===== config.mk =====
export PLATFORM = sky130hd
export DESIGN_NAME = audio_out_buffer_flat
export DESIGN_NICKNAME = d
export VERILOG_FILES = /design/src/rtl/audio_out_buffer_if.sv /design/src/rtl/audio_out_buffer.sv /design/src/flat_wrapper.sv
export SDC_FILE = /design/constraint.sdc
export NUM_CORES = 1
export LEC_CHECK = 0
export CAP_MARGIN = 20
export CORE_ASPECT_RATIO = 0.8
export CORE_MARGIN = 4
export CORE_UTILIZATION = 58
export CTS_CLUSTER_DIAMETER = 60
export DETAILED_ROUTE_END_ITERATION = 8
export PLACE_DENSITY = 0.79
export SKIP_CTS_REPAIR_TIMING = 1
export SLEW_MARGIN = 20
export SYNTH_ARGS = -nofsm -noshare
export SYNTH_HDL_FRONTEND = slang
export SYNTH_SLANG_ARGS = --single-unit

===== constraint.sdc =====
create_clock -name clk -period 6.3 [get_ports clk]
set_clock_uncertainty 0.05 [all_clocks]
set_input_delay 0.945 -clock clk [delete_from_list [all_inputs] [get_ports clk]]
set_output_delay 0.945 -clock clk [all_outputs]
set_load 0.01 [all_outputs]

===== src/rtl/audio_out_buffer_if.sv =====
// ----------------------------------------------------------------------------
// audio_out_buffer_if
// Purpose : Sample-path and codec write-port signals of the audio output buffer.
//   in_valid / in_left / in_right          : filtered L/R pair from the FIR stage
//   write_ready                            : codec can take a pair this cycle
//   write / writedata_left / writedata_right : pair offered to the codec
// Modports:
//   master : environment side (FIR filters + codec); drives inputs, observes outputs
//   slave  : audio_out_buffer side
// ----------------------------------------------------------------------------
interface audio_out_buffer_if #(
   parameter int unsigned W = 24
);

   logic         in_valid;
   logic [W-1:0] in_left;
   logic [W-1:0] in_right;
   logic         write_ready;
   logic         write;
   logic [W-1:0] writedata_left;
   logic [W-1:0] writedata_right;

   modport master (
      output in_valid,
      output in_left,
      output in_right,
      output write_ready,
      input  write,
      input  writedata_left,
      input  writedata_right
   );

   modport slave (
      input  in_valid,
      input  in_left,
      input  in_right,
      input  write_ready,
      output write,
      output writedata_left,
      output writedata_right
   );

endinterface


===== src/rtl/audio_out_buffer.sv =====
// ----------------------------------------------------------------------------
// audio_out_buffer
// Purpose : Stereo L/R sample FIFO between the FIR filter outputs and the
//           audio codec write port. Absorbs the rate mismatch, counts dropped
//           pairs (overflow) and starved codec cycles (underrun).
// Parameters:
//   DEPTH : number of L/R pairs stored (power of 2, >= 2)
//   W     : sample width per channel (two's complement, passed bit-exact)
// Ports:
//   clk     : system clock, all state updates on posedge
//   reset   : synchronous, active-high
//   bus     : audio_out_buffer_if.slave (in_valid/in_left/in_right,
//             write_ready, write/writedata_left/writedata_right)
//   level   : pairs currently stored, 0..DEPTH
//   full    : level == DEPTH
//   empty   : level == 0
//   ovf_cnt : dropped-pair count, saturating
//   unf_cnt : underrun cycle count, saturating
// Configuration:
//   AOB_UNDERRUN_HOLD_EN : when defined, an empty FIFO with write_ready set
//                          repeats the last popped pair to the codec
//                          (write=1). When undefined, write=0 while empty.
// ----------------------------------------------------------------------------
module audio_out_buffer #(
   parameter int unsigned DEPTH = 8,
   parameter int unsigned W     = 24
) (
   input  logic                       clk,
   input  logic                       reset,
   audio_out_buffer_if.slave          bus,
   output logic [$clog2(DEPTH):0]     level,
   output logic                       full,
   output logic                       empty,
   output logic [15:0]                ovf_cnt,
   output logic [15:0]                unf_cnt
);

   localparam int unsigned AW = $clog2(DEPTH);
   localparam int unsigned LW = AW + 1;
   localparam int unsigned PW = 2 * W;
   localparam int unsigned CW = 16;

   logic [PW-1:0] mem [DEPTH];
   logic [AW-1:0] wr_ptr;
   logic [AW-1:0] rd_ptr;
   logic [PW-1:0] last_pair;
   logic [PW-1:0] head_pair;

   logic push;
   logic pop;
   logic drop;
   logic underrun;

   // Status flags decoded from the level register
   always_comb begin
      full  = (level == LW'(DEPTH));
      empty = (level == LW'(0));
   end

   // Codec-side show-ahead output; an empty FIFO presents the last popped pair
   always_comb begin
      head_pair = mem[rd_ptr];
`ifdef AOB_UNDERRUN_HOLD_EN
      bus.write = !empty || bus.write_ready;
`else
      bus.write = !empty;
`endif
      if (empty) begin
         bus.writedata_left  = last_pair[PW-1:W];
         bus.writedata_right = last_pair[W-1:0];
      end else begin
         bus.writedata_left  = head_pair[PW-1:W];
         bus.writedata_right = head_pair[W-1:0];
      end
   end

   // Transfer qualifiers; a pair arriving while full only enters alongside a pop
   always_comb begin
      pop      = bus.write && bus.write_ready && !empty;
      push     = bus.in_valid && (!full || pop);
      drop     = bus.in_valid && full && !pop;
      underrun = empty && bus.write_ready;
   end

   // Pair storage, deliberately not cleared by reset
   always_ff @(posedge clk) begin
      if (push) begin
         mem[wr_ptr] <= {bus.in_left, bus.in_right};
      end
   end

   // Pointers, level, last popped pair and saturating event counters
   always_ff @(posedge clk) begin
      if (reset) begin
         wr_ptr    <= '0;
         rd_ptr    <= '0;
         level     <= '0;
         last_pair <= '0;
         ovf_cnt   <= '0;
         unf_cnt   <= '0;
      end else begin
         if (push) begin
            wr_ptr <= wr_ptr + AW'(1);
         end
         if (pop) begin
            rd_ptr    <= rd_ptr + AW'(1);
            last_pair <= head_pair;
         end
         if (push && !pop) begin
            level <= level + LW'(1);
         end else if (pop && !push) begin
            level <= level - LW'(1);
         end
         if (drop && (ovf_cnt != {CW{1'b1}})) begin
            ovf_cnt <= ovf_cnt + CW'(1);
         end
         if (underrun && (unf_cnt != {CW{1'b1}})) begin
            unf_cnt <= unf_cnt + CW'(1);
         end
      end
   end

endmodule

===== src/flat_wrapper.sv =====
// flat-port wrapper written by rule: the top's interface ports become plain ports
module audio_out_buffer_flat 
#(
   parameter int unsigned DEPTH = 8,
   parameter int unsigned W     = 24
)
  (clk, reset, level, full, empty, ovf_cnt, unf_cnt, bus_in_valid, bus_in_left, bus_in_right, bus_write_ready, bus_write, bus_writedata_left, bus_writedata_right);
  audio_out_buffer_if #(.W(W)) bus_i ();
  input  logic clk;
  input  logic reset;
  output logic [$clog2(DEPTH):0] level;
  output logic full;
  output logic empty;
  output logic [15:0] ovf_cnt;
  output logic [15:0] unf_cnt;
  input wire logic [$bits(bus_i.in_valid)-1:0] bus_in_valid;
  input wire logic [$bits(bus_i.in_left)-1:0] bus_in_left;
  input wire logic [$bits(bus_i.in_right)-1:0] bus_in_right;
  input wire logic [$bits(bus_i.write_ready)-1:0] bus_write_ready;
  output wire logic [$bits(bus_i.write)-1:0] bus_write;
  output wire logic [$bits(bus_i.writedata_left)-1:0] bus_writedata_left;
  output wire logic [$bits(bus_i.writedata_right)-1:0] bus_writedata_right;
  assign bus_i.in_valid = bus_in_valid;
  assign bus_i.in_left = bus_in_left;
  assign bus_i.in_right = bus_in_right;
  assign bus_i.write_ready = bus_write_ready;
  assign bus_write = bus_i.write;
  assign bus_writedata_left = bus_i.writedata_left;
  assign bus_writedata_right = bus_i.writedata_right;
  audio_out_buffer #(.DEPTH(DEPTH), .W(W)) u_core (.clk(clk), .reset(reset), .bus(bus_i), .level(level), .full(full), .empty(empty), .ovf_cnt(ovf_cnt), .unf_cnt(unf_cnt));
endmodule

After elaboration in Yosys (flattened, before gate mapping)
Memory sizes are Yosys's and may differ from the RTL's. A register that Yosys moved wholly into a read port is not among the register bits.
Cells that the tools add are included.
{"block": "totals", "out_inout_bits": 87, "ramBits": 384, "memories": 1, "register_bits": 90, "input_bits": 52}
{"block": "classes", "n_eq_ne": 3, "add_sub_neg": 6, "muxes": 8, "n_reduce_logical": 17}
{"memory": "u_core.mem", "words": 8, "width": 48, "rd": 1, "rd_clocked_by_memory_dff": 1, "write_ports": 1, "line": "audio_out_buffer.sv:43", "text": "logic [PW-1:0] mem [DEPTH];"}
{"op": "$mux W24", "count": 2}
{"op": "$add A16 B1 Y16 const B", "count": 2}
{"op": "$ne A16 B16 Y1 const B", "count": 2}
{"op": "$logic_and A1 B1 Y1", "count": 10}
{"op": "$mux W4", "count": 2}
{"op": "$add A3 B1 Y3 const B", "count": 2}
{"op": "$mux W3", "count": 2}
{"op": "$add A4 B1 Y4 const B", "count": 1}
{"op": "$eq A4 B4 Y1 const B", "count": 1}
{"op": "$logic_not A1 Y1", "count": 4}
{"op": "$logic_not A4 Y1", "count": 1}
{"op": "$sub A4 B1 Y4 const B", "count": 1}
{"op": "$mux W1", "count": 2}
{"op": "$reduce_bool A2 Y1", "count": 1}
{"op": "$logic_or A1 B1 Y1", "count": 1}

Logic depth before layout (Yosys ltp)
{"block": "depth", "word_depth": 10, "depth_mapped": 11}

Least setup slack after synthesis
OpenSTA, ideal clock, no wires.
{"block": "synth_timing", "path_kind": "input port to flip-flop", "from": "in bus_write_ready", "to": "mem u_core.mem[0][0] (netlist name) (enable)", "path_stages": 4, "required_time_ns": 5.737, "t_arrival_ns": 4.733, "path_slack_ns": 1.004, "cell_sequence": "inv_1 > a21boi_1 > nand2b_1 > nor3_1"}
{"block": "synth_via", "elab_chain_len": 6}
{"item": "from (decl)", "line": "flat_wrapper.sv:19", "text": "input wire logic [$bits(bus_i.write_ready)-1:0] bus_write_ready;"}
{"item": "$logic_and A1 B1 Y1 (2 in series)", "line": "audio_out_buffer.sv:79", "text": "pop = bus.write && bus.write_ready && !empty;"}
{"item": "$logic_or A1 B1 Y1", "line": "audio_out_buffer.sv:80", "text": "push = bus.in_valid && (!full || pop);"}
{"item": "$logic_and A1 B1 Y1", "line": "audio_out_buffer.sv:80"}
{"item": "named net u_core.push", "line": "audio_out_buffer.sv:49", "text": "logic push;"}
{"item": "$mux W1", "line": "audio_out_buffer.sv:87", "text": "if (push) begin"}
{"item": "$mux W1 (not written as such)", "line": "audio_out_buffer.sv:88", "text": "mem[wr_ptr] <= {bus.in_left, bus.in_right};"}
{"item": "to (decl)", "line": "audio_out_buffer.sv:43"}
The timed path passes the listed nets, and every way through them passes these cells.

==> reports/metrics.cfg <==
[sta]
worst_pin_slew_ps=1050
setup_tns_ps=0
setup_viol=0
timing.fmax_mhz=222
slew-limit-headroom_pct=30.0
period_share_pct=71.4
finalHoldViolCount=0
rsz0062_at_grt=false
layout_min_cycle_time_ps=4500
timing.final.ws_setup_ps=1800
final_max_slew_viol_count=0

[logic_synthesis]
postSynthCellCount=1105
syn_area_per_cell_um2=16.9
synth_common_cells=edfxtp_1, nor2_1, mux4_2
synth_largest_area_cell=edfxtp_1
ys.flop_type=edfxtp_1
synthTopCellsByArea=edfxtp_1, mux4_2, dfxtp_1, mux2i_1, nor2_1
async_flop_share_pct=0
synthesis.nets=1165
yosysMostFrequentCell=edfxtp_1
yosys_warnings=0
syn_area_um2=18700
synth_top_cell_area_share_pct=61.7
ys_seq_elements=477
ys_seq_area_share_pct=71.7
synth_edf_count=384
yosys.cell_types.count=44

[worst_setup_path]
r2r_end=u_core.mem[4][20]$_DFFE_PP_
path_class=flop to output port
critPathLaunchType=flop
crit_required_ps=5300
reg2reg_slack_ps=3060
reg2regPathDepth=6
r2r-start=u_core.level[1]$_SDFFE_PP0P_
crit_path_max_fanout=36
crit_arrival_ps=3500
crit_path_end_kind=output port

[worst_hold_path]
min-delay-start=u_core.ovf_cnt[5]$_SDFFE_PP0P_
hp-class=flop to flop
min_to=u_core.ovf_cnt[5]$_SDFFE_PP0P_
holdPathStages=2

[detailed_routing]
drc_errors=0
routed_wl_um=38500
wl_per_cell_um=22.8
viasPerCell=6.12
vias=10400
dr.first_iter.drc_count=801
first_pass_iters=5
antenna_left=0

[global_route]
antenna_found_initial=0
grt_max_degree=100
grt_overflow_total=0
grt_pass1_vias=10000
grt_pass1_wl_um=59600
grtUsageTotal_pct=21.7

[cells_and_area]
areaGrowthSynthToFinish_pct=17.9
regArea_um2=13400
fin_nets=1299
n_antenna_cell=0
fillers=1986
multi_input_area_um2=5050
drive_gt1_share_pct=15.8

[power]
ir_worst_vdd_mv=0.268
power_switching_w=0.00259
power_frac_clock_pct=29.9
power_frac_comb_pct=28.4
powerDensity_nw_per_um2=417
sw_frac_of_total_pct=28.2
internal-power_w=0.00659
p_seq_share_pct=41.7
leakage_nw=6.89

[clock_tree]
clk_latency_ps=540
cts_root_buf=clkbuf_16
path_clk_slew_ps=60
cts_tree=yes
cts_buffer_depth=3
cts_buffers=44
cts_sinks=477
ctsHtreeMaxLevel=2

[die]
start_util_pct=59.2
die_w_um=209
rows=58
die_h_um=169
die-area_um2=35200
core_um2=31600
ios=139

[place]
gp_congestion=0.842
io_buffers=138
preCtsSetupSlack_ps=2220
dp_hpwl_um=21400

[job]
cap_violations=0

[outcome]
status=completed

==> logic make-up (layout without fill, tap and decap cells) <==
family	count (synthesis)	in the layout	share of synthesized area, %
buffers and inverters	76	244	1.61
and+or+nand+nor	227	227	5.97
muxes	153	153	14.7
AOI/OAI and AO/OA	159	159	5.30
adders and majority gates	8	8	0.576
DFF	477	477	71.7
xor gates and xnor gates	5	5	0.234
==> cell usage in the layout, fill, tap and decap left out, types with 8 or more instances in the layout <==
cell | netlist | routed
edfxtp_1 | 384 | 384
clkdlybuf4s50_1 | 0 | 137
nor2_1 | 121 | 115
mux4_2 | 96 | 96
dfxtp_1 | 93 | 90
a21oi_1 | 77 | 77
mux2i_1 | 52 | 52
a211oi_1 | 50 | 50
clkbuf_16 | 0 | 45
nand2_1 | 17 | 17
o31ai_1 | 15 | 15
buf_4 | 0 | 15
nand3_1 | 14 | 14
or4_1 | 14 | 14
clkbuf_1 | 56 | 11
nand4_1 | 10 | 10
inv_1 | 9 | 9
o21ai_0 | 8 | 8
==> state kept, by name (all words and copies together), names as in the netlist, named ones only <==
register          cells
u_core.unf_cnt       16
u_core.last_pair     48
u_core.wr_ptr         3
u_core.level          4
u_core.rd_ptr         3
u_core.mem          384
u_core.ovf_cnt       16
==> area by class of cell <==
type	instances	area share [%]
Tap cell	420	2.38
Multi-Input combinational cell	552	22.9
Inverter	9	0.153
Clock buffer	58	5.42
Sequential cell	477	60.8
Clock inverter	22	1.36
Timing Repair Buffer	155	6.93
==> power by group through the flow <==
stage	clock [W]	combinational (W)	sequential (W)
2_1_floorplan	0	0.00164	0.00380
3_3_place_gp	0	0.00257	0.00388
3_5_place_dp	0	0.00261	0.00390
4_1_cts	0.00280	0.00264	0.00383
5_1_grt	0.00294	0.00282	0.00386
6_report	0.00275	0.00261	0.00383
==> worst max-delay path, cell delays in order (launching register included) <==
cell	delay [ps]
dfxtp_4	830
buf_4	560
mux4_2	580
mux2i_1	350
a21oi_1	120
clkdlybuf4s50_1	510
==> metal layers <==
metal / routed length (µm) / vias to the layer above / track usage [%]
li1: - / 4679 / -
met1: 16600 / 5281 / 32.0
met2: 19000 / 345 / 34.8
met3: 2220 / 58 / 3.76
met4: 722 / 0 / 4.74
met5: 0 / - / 0
==> metrics by stage <==
step | util (%) | hold slack, ps | power, W | instances | instance area [µm²]
finish | 69.8 | 447 | 0.00918 | 1693 | 22000
global route | 69.8 | 468 | 0.00962 | 1693 | 22000
CTS | 69.8 | 448 | 0.00927 | 1693 | 22000
detailed placement | 65.0 | 439 | 0.00651 | 1613 | 20500
global placement | 65.0 | 426 | 0.00645 | 1613 | 20500
floorplan | - | 404 | 0.00545 | 1105 | 18700
==> how the worst max path moves through the flow <==
stage,startpoint,endpoint,slack [ps]
CTS,flop,bus_writedata_left[20],1720
finish,flop,bus_writedata_left[20],1800
global placement,bus_write_ready,u_core.mem[4][20]$_DFFE_PP_,2290
detailed placement,bus_write_ready,u_core.mem[4][24]$_DFFE_PP_,2220
floorplan,bus_write_ready,u_core.mem[0][0]$_DFFE_PP_,1000
global route,flop,bus_writedata_left[20],1590
No activity file was read; power rests on OpenSTA's default activity.
